## config.mk

```make
export PLATFORM = sky130hd
export DESIGN_NAME = spi_flash_rdid_responder_flat
export DESIGN_NICKNAME = d
export VERILOG_FILES = /design/src/rtl/spi_flash_rdid_responder_pkg.sv /design/src/rtl/spi_flash_rdid_responder_if.sv /design/src/rtl/spi_sync_edge.sv /design/src/rtl/spi_flash_rdid_responder.sv /design/src/flat_wrapper.sv
export SDC_FILE = /design/constraint.sdc
export NUM_CORES = 1
export LEC_CHECK = 0
export ABC_AREA = 1
export BUFFER_PORTS_ARGS = -buffer_cell sky130_fd_sc_hd__buf_2
export CAP_MARGIN = 5
export CORE_UTILIZATION = 45
export CTS_CLUSTER_DIAMETER = 100
export DETAILED_ROUTE_END_ITERATION = 8
export PLACE_DENSITY_LB_ADDON = 0.2
export SLEW_MARGIN = 20
export SYNTH_ARGS = -nofsm -noshare
export SYNTH_HDL_FRONTEND = slang
export SYNTH_SLANG_ARGS = --single-unit
```

## constraint.sdc

```tcl
create_clock -name clk -period 1.97 [get_ports clk]
set_input_delay 0.394 -clock clk [delete_from_list [all_inputs] [get_ports clk]]
set_output_delay 0.394 -clock clk [all_outputs]
set_load 0.005 [all_outputs]
```

## src/rtl/spi_flash_rdid_responder_pkg.sv

```systemverilog
// Shared constants for the SPI flash ID responder.
// Opcodes, FSM encoding and default ID bytes.
package spi_flash_pkg;

  localparam logic [7:0] OP_RDID = 8'h9F;
  localparam logic [7:0] OP_RDSR = 8'h05;

  localparam logic [7:0] DEF_MFG_ID   = 8'h20;
  localparam logic [7:0] DEF_MEM_TYPE = 8'h20;
  localparam logic [7:0] DEF_MEM_CAP  = 8'h16;

  typedef enum logic [2:0] {
    ST_IDLE   = 3'd0,
    ST_CMD    = 3'd1,
    ST_RESP   = 3'd2,
    ST_IGNORE = 3'd3,
    ST_STAT   = 3'd4
  } state_e;

endpackage

```

## src/rtl/spi_flash_rdid_responder_if.sv

```systemverilog
// SPI bus between master and flash target.
// SPICLK/SPIMOSI/chip_select from master, SPIMISO back.
interface spi_flash_rdid_responder_if;
  logic SPICLK;
  logic SPIMOSI;
  logic chip_select;
  logic SPIMISO;

  modport master (
    output SPICLK,
    output SPIMOSI,
    output chip_select,
    input  SPIMISO
  );

  modport slave (
    input  SPICLK,
    input  SPIMOSI,
    input  chip_select,
    output SPIMISO
  );
endinterface

```

## src/rtl/spi_sync_edge.sv

```systemverilog
// N-stage synchronizer with rise/fall pulses.
// Ports: clk, reset_n, d in; sync, rise, fall out.
module spi_sync_edge #(
  parameter int   STAGES  = 2,
  parameter logic RST_VAL = 1'b0
) (
  input  logic clk,
  input  logic reset_n,
  input  logic d,
  output logic sync,
  output logic rise,
  output logic fall
);

  logic [STAGES-1:0] q;
  logic              prev;

  always_ff @(posedge clk or negedge reset_n) begin
    if (!reset_n) begin
      q    <= {STAGES{RST_VAL}};
      prev <= RST_VAL;
    end else begin
      q    <= {q[STAGES-2:0], d};
      prev <= q[STAGES-1];
    end
  end

  assign sync = q[STAGES-1];
  assign rise = sync & ~prev;
  assign fall = ~sync & prev;

endmodule

```

## src/rtl/spi_flash_rdid_responder.sv

```systemverilog
// SPI mode-0 flash ID responder (RDID, optional RDSR).
// Ports: clk, reset_n, spi (slave), cmd_valid, cmd_byte,
// busy; status_byte when SPI_RESP_RDSR_EN is defined.
module spi_flash_rdid_responder
  import spi_flash_pkg::*;
#(
  parameter logic [7:0] MFG_ID      = DEF_MFG_ID,
  parameter logic [7:0] MEM_TYPE    = DEF_MEM_TYPE,
  parameter logic [7:0] MEM_CAP     = DEF_MEM_CAP,
  parameter int         SYNC_STAGES = 2
) (
  input  logic       clk,
  input  logic       reset_n,
  spi_flash_rdid_responder_if.slave spi,
`ifdef SPI_RESP_RDSR_EN
  input  logic [7:0] status_byte,
`endif
  output logic       cmd_valid,
  output logic [7:0] cmd_byte,
  output logic       busy
);

  localparam logic [2:0] IDLE   = ST_IDLE;
  localparam logic [2:0] CMD    = ST_CMD;
  localparam logic [2:0] RESP   = ST_RESP;
  localparam logic [2:0] IGNORE = ST_IGNORE;
`ifdef SPI_RESP_RDSR_EN
  localparam logic [2:0] STAT   = ST_STAT;
`endif

  localparam logic [23:0] ID_WORD =
    {MFG_ID, MEM_TYPE, MEM_CAP};

  logic sclk_s;
  logic sclk_rise;
  logic sclk_fall;

  logic [SYNC_STAGES-1:0] mosi_q;
  logic [SYNC_STAGES-1:0] cs_q;
  logic                   mosi_s;
  logic                   cs_s;

  logic [2:0]  state;
  logic [4:0]  bit_cnt;
  logic [7:0]  opcode_sr;
  logic [23:0] resp_sr;
  logic [7:0]  op_next;
  logic        miso;
`ifdef SPI_RESP_RDSR_EN
  logic [7:0]  stat_sr;
`endif

  spi_sync_edge #(
    .STAGES  (SYNC_STAGES),
    .RST_VAL (1'b0)
  ) u_sclk (
    .clk     (clk),
    .reset_n (reset_n),
    .d       (spi.SPICLK),
    .sync    (sclk_s),
    .rise    (sclk_rise),
    .fall    (sclk_fall)
  );

  always_ff @(posedge clk or negedge reset_n) begin
    if (!reset_n) begin
      mosi_q <= '0;
      cs_q   <= '1;
    end else begin
      mosi_q <= {mosi_q[SYNC_STAGES-2:0], spi.SPIMOSI};
      cs_q   <= {cs_q[SYNC_STAGES-2:0], spi.chip_select};
    end
  end

  assign mosi_s  = mosi_q[SYNC_STAGES-1];
  assign cs_s    = cs_q[SYNC_STAGES-1];
  assign busy    = ~cs_s;
  assign op_next = {opcode_sr[6:0], mosi_s};
  assign spi.SPIMISO = miso;

  always_ff @(posedge clk or negedge reset_n) begin
    if (!reset_n) begin
      state     <= IDLE;
      bit_cnt   <= '0;
      opcode_sr <= '0;
      resp_sr   <= '0;
      miso      <= 1'b0;
      cmd_valid <= 1'b0;
      cmd_byte  <= '0;
`ifdef SPI_RESP_RDSR_EN
      stat_sr   <= '0;
`endif
    end else begin
      cmd_valid <= 1'b0;
      // Deselect overrides any SPICLK edge in the same clk.
      if (cs_s) begin
        state     <= IDLE;
        bit_cnt   <= '0;
        opcode_sr <= '0;
        miso      <= 1'b0;
      end else begin
        unique case (state)
          IDLE: begin
            state     <= CMD;
            bit_cnt   <= '0;
            opcode_sr <= '0;
            miso      <= 1'b0;
          end
          CMD: begin
            if (sclk_rise) begin
              opcode_sr <= op_next;
              bit_cnt   <= bit_cnt + 5'd1;
              if (bit_cnt == 5'd7) begin
                cmd_byte  <= op_next;
                cmd_valid <= 1'b1;
                bit_cnt   <= '0;
                unique case (1'b1)
                  (op_next == OP_RDID): begin
                    state   <= RESP;
                    resp_sr <= ID_WORD;
                  end
`ifdef SPI_RESP_RDSR_EN
                  (op_next == OP_RDSR): begin
                    state <= STAT;
                  end
`endif
                  default: state <= IGNORE;
                endcase
              end
            end
          end
          RESP: begin
            if (sclk_fall) begin
              miso <= resp_sr[23];
              if (bit_cnt == 5'd23) begin
                bit_cnt <= '0;
                resp_sr <= ID_WORD;
              end else begin
                bit_cnt <= bit_cnt + 5'd1;
                resp_sr <= {resp_sr[22:0], 1'b0};
              end
            end
          end
          IGNORE: begin
            miso <= 1'b0;
          end
`ifdef SPI_RESP_RDSR_EN
          STAT: begin
            if (sclk_fall) begin
              // Fresh status sampled at each byte start.
              if (bit_cnt == 5'd0) begin
                miso    <= status_byte[7];
                stat_sr <= {status_byte[6:0], 1'b0};
              end else begin
                miso    <= stat_sr[7];
                stat_sr <= {stat_sr[6:0], 1'b0};
              end
              if (bit_cnt == 5'd7) begin
                bit_cnt <= '0;
              end else begin
                bit_cnt <= bit_cnt + 5'd1;
              end
            end
          end
`endif
          default: begin
            state <= IDLE;
            miso  <= 1'b0;
          end
        endcase
      end
    end
  end

endmodule

```

## src/flat_wrapper.sv

```systemverilog
// flat-port wrapper written by rule: the top's interface ports become plain ports
module spi_flash_rdid_responder_flat import spi_flash_pkg::*;
#(
  parameter logic [7:0] MFG_ID      = DEF_MFG_ID,
  parameter logic [7:0] MEM_TYPE    = DEF_MEM_TYPE,
  parameter logic [7:0] MEM_CAP     = DEF_MEM_CAP,
  parameter int         SYNC_STAGES = 2
)
  (clk, reset_n, cmd_valid, cmd_byte, busy, spi_SPICLK, spi_SPIMOSI, spi_chip_select, spi_SPIMISO);
  spi_flash_rdid_responder_if spi_i ();
  input  logic clk;
  input  logic reset_n;
  output logic cmd_valid;
  output logic [7:0] cmd_byte;
  output logic busy;
  input wire logic [$bits(spi_i.SPICLK)-1:0] spi_SPICLK;
  input wire logic [$bits(spi_i.SPIMOSI)-1:0] spi_SPIMOSI;
  input wire logic [$bits(spi_i.chip_select)-1:0] spi_chip_select;
  output wire logic [$bits(spi_i.SPIMISO)-1:0] spi_SPIMISO;
  assign spi_i.SPICLK = spi_SPICLK;
  assign spi_i.SPIMOSI = spi_SPIMOSI;
  assign spi_i.chip_select = spi_chip_select;
  assign spi_SPIMISO = spi_i.SPIMISO;
  spi_flash_rdid_responder #(.MFG_ID(MFG_ID), .MEM_TYPE(MEM_TYPE), .MEM_CAP(MEM_CAP), .SYNC_STAGES(SYNC_STAGES)) u_core (.clk(clk), .reset_n(reset_n), .spi(spi_i), .cmd_valid(cmd_valid), .cmd_byte(cmd_byte), .busy(busy));
endmodule
```

==> impl_metrics.csv, run 1 <==
group,metric,value,unit
run_status,outcome,"finished clean",
die,io-pin-count,16,
logic_synthesis,synth_area,2590,um2
logic_synthesis,synthesis.instances,309,
pwr,p_int,1.79,mW
critical_path,critPathRequiredTime,2220,ps
timing,min_period,1810,ps
pwr,power.leakage,1.45,nW
logic_synthesis,synth_cell_types,22,
pwr,power_frac_clock,0.229,
grt,grt_max_degree,55,
detailed_routing,vias_per_cell,4.76,
pwr,pwr-share-seq,0.450,
grt,antenna_found_initial,0,
pwr,ir_drop,0.000414,V
detailed_routing,routedWlPerCell,11.4,um
critical_path,path_max_fanout,18,
die,initial_utilization,0.468,
critical_path,path_class,"register to register",
clocking,cts_buffers,5,
timing,rsz0062_at_grt,"false",
timing,slew_headroom,0.753,
logic_synthesis,yosysSeqAreaShare,0.522,
die,die_w,77.9,um
pwr,switching_share,0.383,
placement,dp_hpwl,3.08,mm
critical_path,slowest_stage,"dfrtp_1",
clocking,htreeDepth,2,
timing,drv_slew,0,
clocking,insertion_delay,310,ps
clocking,cts_sinks,54,
grt,overflow,0,
logic_synthesis,syn-num-nets,319,
clocking,cts_buffer_depth,2,
detailed_routing,drtIter0Drc,95,
clocking,cts-root-buf,"clkbuf_8",
grt,grt_usage,0.178,
critical_path,cp_top_family,"simple AND/OR/NAND/NOR gates",
cells_and_area,syn2layout_area_growth,9.27,%
grt,grt_pass1_wl,8.51,mm
detailed_routing,antenna_left,0,
die,die-area,6070,um2
detailed_routing,drt-met1-wl,2.31,mm
die,die_h,77.9,um
clocking,cts_tree,"yes",
detailed_routing,drc,0,
detailed_routing,drt-total-wl,4.56,mm
timing,setup_tns,0,ps
detailed_routing,wl_met2,2.06,mm
die,fp.coreArea,5540,um2
cells_and_area,fin_cells,399,
detailed_routing,num_vias,1901,
pwr,combPwrFrac,0.322,
logic_synthesis,synth_seq_cells,54,
cells_and_area,diodes,0,
timing,final-hold-violation-count,0,
timing,setup_viol,0,
detailed_routing,highest_layer,"met4",
critical_path,crit_chain,"inv_1, ha_1, inv_1, nor2_4, nand3_2, nor2_4, buf_6, nand3_1, nand2_1",
cells_and_area,final_nets,336,
critical_path,slowest_delay,420,ps
critical_path,start_kind,"register",
pwr,p_switching,1.11,mW
pwr,powerDensity,1020,nW/um2
critical_path,path_buf_inv,3,
run,maxCapViolCount,0,
detailed_routing,route.met3.wl,111,um
timing,finClkSkew,8.21,ps
timing,finalCritPeriodShare,0.917,
cells_and_area,drive_gt1_frac,0.162,
die,rows,27,
min_path,hold_path_class,"input port to async pin",
logic_synthesis,avgSynthCellArea,8.39,um2
detailed_routing,dr.pass1.iters,4,
placement,portBuffers,15,
timing,fmax,0.554,GHz
grt,grt_pass1_vias,1831,
timing,worstMarginPinSlew,371,ps
critical_path,worstSetupEndpointType,"register",
logic_synthesis,yosys_warnings,0,
placement,place_inst,391,
placement,globalplace.congestion,0.813,
clocking,clkTransAtPathRegs,110,ps
critical_path,arrival,2060,ps
path summary, 6_finish.rpt:
| check | from | end | slack [ps] | depth (start not counted) |
|---|---|---|---|---|
| worst max-delay path | u_core.state[0]$_DFFE_PN0P_ | u_core.resp_sr[16]$_DFFE_PN0P_ | 160 | 9 |
| worst min-delay path | reset_n | u_core.bit_cnt[4]$_DFFE_PN0P_ | 30 | 2 |
| worst max register to register | u_core.state[0]$_DFFE_PN0P_ | u_core.resp_sr[16]$_DFFE_PN0P_ | 160 | 9 |
| worst min register to register | u_core.cs_q[0]$_DFF_PN1_ | u_core.cs_q[1]$_DFF_PN1_ | 360 | 0 |
| max in group asynchronous | reset_n | u_core.cs_q[0]$_DFF_PN1_ | 1610 | 2 |
| min in group clk | spi_chip_select | u_core.cs_q[0]$_DFF_PN1_ | 170 | 1 |
metal layers:
| metal | GRT usage | vias to the layer above |
|---|---|---|
| li1 | - | 994 |
| met1 | 0.255 | 878 |
| met2 | 0.265 | 21 |
| met3 | 0.0353 | 8 |
| met4 | 0.0660 | 0 |
| met5 | 0 | - |
metrics by stage:
step	instance area [um2]	setup slack [ps]	power (mW)	hold WS, ps	utilization
after detailed placement	2720	193	2.24	337	0.491
after global routing	2830	12.9	3.12	82.4	0.511
after CTS	2820	151	2.91	55.2	0.509
after floorplan	2590	385	2.08	98.4	-
after global placement	2720	254	2.22	333	0.491
final	2830	164	2.89	31.5	0.511
cell usage after synthesis:
master / number / share of area
nor2_4: 4 / 0.017
dfrtp_1: 52 / 0.50
a31oi_1: 1 / 0.0024
nor2_1: 26 / 0.038
nand2_1: 86 / 0.12
nand4_1: 2 / 0.0048
a22oi_4: 1 / 0.0082
o21ai_1: 15 / 0.029
nand2_2: 4 / 0.0097
nand3_1: 37 / 0.071
a21oi_1: 4 / 0.0077
buf_2: 5 / 0.0097
nor3_1: 2 / 0.0039
inv_1: 40 / 0.058
buf_6: 6 / 0.026
dfstp_2: 2 / 0.020
or2_2: 1 / 0.0024
inv_2: 6 / 0.0087
nand2_4: 2 / 0.0087
nand3_2: 4 / 0.015
o21ai_0: 4 / 0.0077
ha_1: 5 / 0.024
logic make-up (layout without fill, tap and decap cells):
kind of cell,Yosys count,in the layout,share of synthesized area
AOI/OAI and AO/OA,25,25,0.0550
adders and majority gates,5,5,0.0241
and+or+nand+nor,168,168,0.296
buffers and inverters,57,75,0.102
DFF,54,54,0.522
cell type report:
cell class	instances	area (um2)
inverters	46	173
flip-flops and latches	54	1350
well taps	72	90.1
fillers	541	2710
clock inverters	3	28.8
repair buffers	21	136
clock buffers	5	68.8
multi-input cells	198	981
power by group through the flow:
stage | clock (mW) | combinational, mW | sequential, mW
global route | 0.740 | 1.06 | 1.32
finish | 0.661 | 0.931 | 1.30
CTS | 0.694 | 0.919 | 1.30
global placement | 0 | 0.908 | 1.32
detailed placement | 0 | 0.916 | 1.32
floorplan | 0 | 0.778 | 1.30
sequential cells by signal (all words and copies together) (netlist names):
signal              cells
u_core.state            2
u_core.resp_sr         23
u_core.cs_q             2
u_core.u_sclk.prev      1
u_core.bit_cnt          5
u_core.u_sclk.q         2
u_core.cmd_byte         8
u_core.spi.SPIMISO      1
u_core.cmd_valid        1
u_core.mosi_q           2
u_core.opcode_sr        7
repair_timing:
action / 4_1_cts / 5_1_grt
endpoints found under the setup margin: 0 / 6
resized for setup: 0 / 2
buffers inserted: 0 / 0
hold buffers: 0 / 0
placed cells by master, fill, tap and decap left out, drive strengths merged:
cell type,n
dfrtp,52
a21oi,4
o21ai,19
or2,1
nand2,92
a31oi,1
nand4,2
inv,48
a22oi,1
clkbuf,5
dfstp,2
nor2,30
clkinv,1
ha,5
nor3,2
buf,21
nand3,41
Power figures use the tool's default switching activity.
==> inputs of run 2 (changes only) <==
Settings changed: ABC_AREA 1 to default, TNS_END_PERCENT from default to 100.
==> run 2 against run 1 <==
  * Sequential power is 6% lower
  * Register-to-register slack worse by 150 ps
  * First-iteration DRC count is 23% lower
  * Critical path depth stayed put
  * Synthesized cell count is 39% lower
  * Non-clock buffer count is 21 higher
  * Area after synthesis is 11% lower
  * Sequential share of layout area is 0.99 points higher
  * Combinational power is 11% lower
  * Clock power is 1% lower
  * Hold slack better by 18 ps
  * Setup slack worse by 150 ps
==> impl_metrics.csv, run 2 <==
group,metric,value,unit
timing,min_period,1950,ps
cells_and_area,largest_register,"u_core.resp_sr",
logic_synthesis,synth.top_cell.area_share,0.562,
logic_synthesis,synth_area,2310,um2
logic_synthesis,syn-num-nets,198,
placement,portBuffers,15,
cells_and_area,diodes,0,
critical_path,path_max_fanout,9,
run,maxCapViolCount,0,
clocking,cts_buffers,5,
clocking,cts_sinks,54,
timing,worstMarginPinSlew,434,ps
clocking,insertion_delay,320,ps
placement,dp_hpwl,2.92,mm
logic_synthesis,synth_area_leaders,"dfrtp_1, a22o_1, mux2_2, nand2_1, ha_1",
grt,grt_max_degree,55,
grt,grt_usage,0.176,
cells_and_area,syn2layout_area_growth,20.0,%
detailed_routing,dr.pass1.iters,4,
timing,finalCritPeriodShare,0.991,
pwr,ir_drop,0.000648,V
clocking,clkTransAtPathRegs,100,ps
critical_path,slowest_stage,"dfrtp_1",
detailed_routing,vias_per_cell,5.22,
timing,final-hold-violation-count,0,
timing,setup_viol,0,
detailed_routing,drtIter0Drc,73,
timing,drv_slew,0,
critical_path,worstSetupEndpointType,"register",
detailed_routing,drc,0,
cells_and_area,fin_cells,297,
critical_path,crit_path_frequent_cell,"buf_4",
die,initial_utilization,0.477,
cells_and_area,final_nets,239,
detailed_routing,routedWlPerCell,14.2,um
timing,rsz0062_at_grt,"true",
grt,grt_pass1_vias,1518,
cells_and_area,final_cell_mix,"dfrtp_1, buf_4, nand2_1",
critical_path,arrival,2190,ps
critical_path,rr_worst_depth,9,
logic_synthesis,synthesis.instances,188,
logic_synthesis,synth-edff-count,0,
die,fp.coreArea,4850,um2
critical_path,start_kind,"register",
detailed_routing,drt-total-wl,4.23,mm
critical_path,slowest_delay,390,ps
cells_and_area,drive_gt1_frac,0.335,
placement,place_inst,289,
die,die_h,73.7,um
logic_synthesis,yosysSeqAreaShare,0.585,
clocking,cts-root-buf,"clkbuf_8",
grt,grt_pass1_wl,7.07,mm
grt,overflow,0,
logic_synthesis,synth-async-reset-ratio,1.00,
die,die-area,5430,um2
grt,antenna_found_initial,0,
clocking,cts_tree,"yes",
detailed_routing,num_vias,1550,
clocking,cts_buffer_depth,2,
critical_path,critPathRequiredTime,2210,ps
clocking,htreeDepth,2,
cells_and_area,fin_util,0.573,
logic_synthesis,synth_seq_cells,54,
die,io-pin-count,16,
detailed_routing,antenna_left,0,
logic_synthesis,yosys.area.top_type,"dfrtp_1",
critical_path,path_class,"register to register",
logic_synthesis,synthTopCellsByCount,"dfrtp_1, nand2_1, a22o_1",
run_status,outcome,"finished clean",
logic_synthesis,synth_cell_types,42,
critical_path,crit_chain,"inv_2, buf_4, ha_2, buf_6, and4bb_2, nor4_4, buf_4, a21oi_1, o22ai_1",
die,rows,25,
logic_synthesis,yosysMostFrequentCell,"dfrtp_1",
cells_and_area,reg_top3,"u_core.resp_sr x23, u_core.cmd_byte x8, u_core.opcode_sr x7",
pwr,power.leakage,1.35,nW
timing,fmax,0.512,GHz
pwr,powerDensity,974,nW/um2
min_path,hold_path_class,"input port to async pin",
timing,finClkSkew,11.1,ps
die,die_w,73.7,um
timing,slew_headroom,0.710,
logic_synthesis,ys.flop_type,"dfrtp_1",
placement,globalplace.congestion,0.840,
logic_synthesis,yosys_warnings,0,
cells_and_area,largest_register_ffs,23,
cells_and_area,layout_commonest_cell,"dfrtp_1",
logic_synthesis,avgSynthCellArea,12.3,um2
==> run 2: metal layers <==
layer	global-route usage	routed length [um]	vias up
met4	0.0812	102	0
li1	-	-	748
met2	0.294	2090	21
met3	0.0425	109	10
met5	0	0	-
met1	0.215	1930	771
==> run 2: per-stage QoR <==
stage               hold slack (ps)  TNS, ps  area [um2]  total power, mW  setup WS [ps]
CTS                            55.1        0        2740             2.68           12.9
global placement                336    -5030        2630             1.99           -267
floorplan                      98.4        0        2310             1.74            197
detailed placement              336    -5550        2630             2.01           -321
global route                   57.6    -12.2        2780             2.85          -10.6
finish                         49.9        0        2780             2.70           18.0
==> run 2: final timing paths <==
check	start	endpoint	slack, ps
setup / recovery	u_core.state[0]$_DFFE_PN0P_	u_core.bit_cnt[3]$_DFFE_PN0P_	20
hold / removal	reset_n	u_core.bit_cnt[4]$_DFFE_PN0P_	50
setup reg to reg	u_core.state[0]$_DFFE_PN0P_	u_core.bit_cnt[3]$_DFFE_PN0P_	20
hold reg to reg	u_core.u_sclk.q[0]$_DFF_PN0_	u_core.u_sclk.q[1]$_DFF_PN0_	360
max in group asynchronous	reset_n	u_core.cs_q[0]$_DFF_PN1_	1620
min in group clk	spi_chip_select	u_core.cs_q[0]$_DFF_PN1_	170
==> run 2: repair_timing <==
item / CTS / global route
buffers inserted: 0 / 0
setup endpoints to repair: 20 / 7
hold buffers: 0 / 0
resized for setup: 2 / 10
pin swaps: 0 / 3
==> run 2: final cells by class <==
cell class                 instances  area (um2)
timing repair buffer              42         298
clock inverter                     3        28.8
multi-input combinational        114         897
tap                               67        83.8
clock buffer                       5        68.8
fill                             412        2070
sequential                        54        1360
inverter                          12        45.0
==> run 2: logic make-up after synthesis <==
group | synth area share
AND/OR/NAND/NOR | 0.155
flip-flops | 0.585
AO/OA/AOI/OAI | 0.147
buffers and inverters | 0.0433
multiplexers | 0.0433
adder cells (fa/ha/maj) | 0.0270
==> run 2: critical path: cells and delay by family, from the launching register on <==
kind / cells / cell delay [ps]
AOI/OAI and AO/OA: 2 / 210
adders and majority gates: 1 / 190
DFF: 1 / 390
and+or+nand+nor: 2 / 570
buffers and inverters: 4 / 520
==> run 2: report_power, final <==
group,internal (mW),switching [mW],total [mW]
clock network,0.266,0.388,0.654
registers,1.18,0.0408,1.22
logic,0.374,0.453,0.827
total,1.82,0.881,2.70
==> inputs of run 3 (changes only) <==
Settings changed: REMOVE_ABC_BUFFERS from default to 1.
==> run 3 against run 2 <==
  * Critical endpoint is now u_core.bit_cnt[4]$_DFFE_PN0P_
  * Sequential power about the same
  * Hold slack worse by 33 ps
  * Clock power up 9.6%
  * Largest power group unchanged
  * Clock-buffer cell count up 1
  * Register-to-register slack better by 80 ps
  * Critical path type unchanged
  * First-iteration DRC count down 11%
  * Core utilization down 3.1 points
  * Critical path depth down 3
==> impl_metrics.csv, run 3 (synthesis results as in run 2) <==
group,metric,value,unit
detailed_routing,drc,0,
cells_and_area,multi_input_area,892,um2
die,die_h,73.7,um
grt,use_met3,0.0412,
grt,grt_usage,0.156,
timing,setup_viol,0,
die,die-area,5430,um2
critical_path,slowest_stage,"dfrtp_1",
cells_and_area,regArea,1350,um2
clocking,cts_buffer_depth,2,
detailed_routing,dr.pass1.iters,4,
cells_and_area,fin_util,0.541,
cells_and_area,final_cell_mix,"dfrtp_1, nand2_1, a22o_1",
timing,min_period,1870,ps
detailed_routing,routedWlPerCell,13.9,um
cells_and_area,reg_top3,"u_core.resp_sr x23, u_core.cmd_byte x8, u_core.opcode_sr x7",
pwr,power.leakage,1.25,nW
timing,finClkSkew,7.71,ps
timing,drv_slew,0,
critical_path,path_buf_inv,1,
run,maxCapViolCount,0,
min_path,hold_path_class,"input port to async pin",
placement,place_ws,14.4,ps
cells_and_area,layout_commonest_cell,"dfrtp_1",
clocking,cts-root-buf,"clkbuf_8",
pwr,ir_drop,0.000390,V
grt,globalRouteMet1Util,0.192,
timing,slew_headroom,0.713,
timing,final-hold-violation-count,0,
cells_and_area,fillers,418,
clocking,htreeDepth,2,
die,fp.coreArea,4850,um2
cells_and_area,finalInstanceArea,2630,um2
cells_and_area,largest_register,"u_core.resp_sr",
detailed_routing,drtIter0Drc,65,
placement,placed_cell_area,2480,um2
detailed_routing,num_vias,1477,
grt,grt_pass1_wl,6.31,mm
critical_path,cp_top_family,"simple AND/OR/NAND/NOR gates",
clocking,post_cts_buffers,0,
detailed_routing,drt-total-wl,3.87,mm
cells_and_area,syn2layout_area_growth,13.5,%
timing,rsz0062_at_grt,"true",
grt,busiest_layer,"met2",
detailed_routing,vias_per_cell,5.31,
die,rows,25,
grt,overflow,0,
clocking,cts_tree,"yes",
timing,finalCritPeriodShare,0.949,
die,die_w,73.7,um
critical_path,worstSetupEndpointType,"register",
grt,grt_pass1_vias,1408,
critical_path,path_class,"register to register",
cells_and_area,final_nets,220,
timing,setup_tns,0,ps
critical_path,crit_chain,"inv_1, ha_2, and4bb_2, nor4_4, nand2b_1, o311ai_1",
timing,worstMarginPinSlew,430,ps
clocking,hold_buffers,0,
cells_and_area,diodes,0,
cells_and_area,largest_register_ffs,23,
clocking,cts_sinks,54,
placement,portBuffers,15,
run_status,outcome,"finished clean",
grt,antenna_found_initial,0,
pwr,total_power,2.61,mW
die,io-pin-count,16,
grt,grt_max_degree,38,
critical_path,arrival,2050,ps
critical_path,path_max_fanout,11,
placement,dp_hpwl,2.71,mm
clocking,clkTransAtPathRegs,90,ps
clocking,cts_buffers,5,
timing,finalWorstSetupSlack,99.7,ps
pwr,powerDensity,996,nW/um2
cells_and_area,drive_gt1_frac,0.246,
die,initial_utilization,0.477,
clocking,insertion_delay,300,ps
critical_path,start_kind,"register",
critical_path,critPathRequiredTime,2150,ps
timing,fmax,0.535,GHz
placement,globalplace.congestion,0.811,
critical_path,slowest_delay,430,ps
grt,grt_util_met2,0.256,
detailed_routing,antenna_left,0,
[run 3: cell count changes in the layout (fill, tap and decap cells not counted), sizes merged]
| cell | before | now |
|---|---|---|
| inv | 14 | 12 |
| buf | 42 | 22 |
| clkinvlp | 0 | 1 |
| bufinv | 0 | 1 |
| clkinv | 1 | 0 |
| clkbuf | 5 | 6 |
| nand3b | 3 | 4 |
[run 3: report_power, final]
part           switching [mW]  internal (mW)
registers              0.0581           1.18
clock network           0.338          0.379
logic                   0.388          0.269
total                   0.784           1.83
[run 3: final cells by class]
| class | count | share of cell area |
|---|---|---|
| Clock buffer | 6 | 0.0276 |
| Clock inverter | 2 | 0.0143 |
| Inverter | 12 | 0.0172 |
| Multi-Input combinational cell | 115 | 0.340 |
| Sequential cell | 54 | 0.516 |
| Tap cell | 67 | 0.0319 |
| Timing Repair Buffer | 22 | 0.0534 |
[run 3: routing by layer]
metal / vias up / routed length [um]
met5: - / 0
met4: 0 / 53
met3: 6 / 114
met2: 27 / 1830
met1: 725 / 1870
li1: 719 / -
[run 3: metrics by stage]
| stage | cells | hold slack (ps) |
|---|---|---|
| after CTS | 277 | 20.8 |
| after detailed placement | 269 | 336 |
| after global routing | 278 | 23.7 |
| final | 278 | 16.5 |
| after floorplan | 180 | 98.4 |
| after global placement | 269 | 335 |
[run 3: what timing repair did]
action / CTS / global route
gates cloned: 0 / 1
gates resized for setup: 1 / 4
setup endpoints to repair: 1 / 28
[run 3: worst paths after layout]
check | from | to | slack (ps) | depth (start not counted)
max in group asynchronous | reset_n | u_core.resp_sr[23]$_DFFE_PN0P_ | 1420 | 2
min in group clk | spi_chip_select | u_core.cs_q[0]$_DFF_PN1_ | 190 | 1
worst min-delay path | reset_n | u_core.cmd_byte[4]$_DFFE_PN0P_ | 20 | 1
worst min register to register | u_core.cs_q[0]$_DFF_PN1_ | u_core.cs_q[1]$_DFF_PN1_ | 350 | 0
worst max-delay path | u_core.state[1]$_DFFE_PN0P_ | u_core.bit_cnt[4]$_DFFE_PN0P_ | 100 | 6
worst max register to register | u_core.state[1]$_DFFE_PN0P_ | u_core.bit_cnt[4]$_DFFE_PN0P_ | 100 | 6
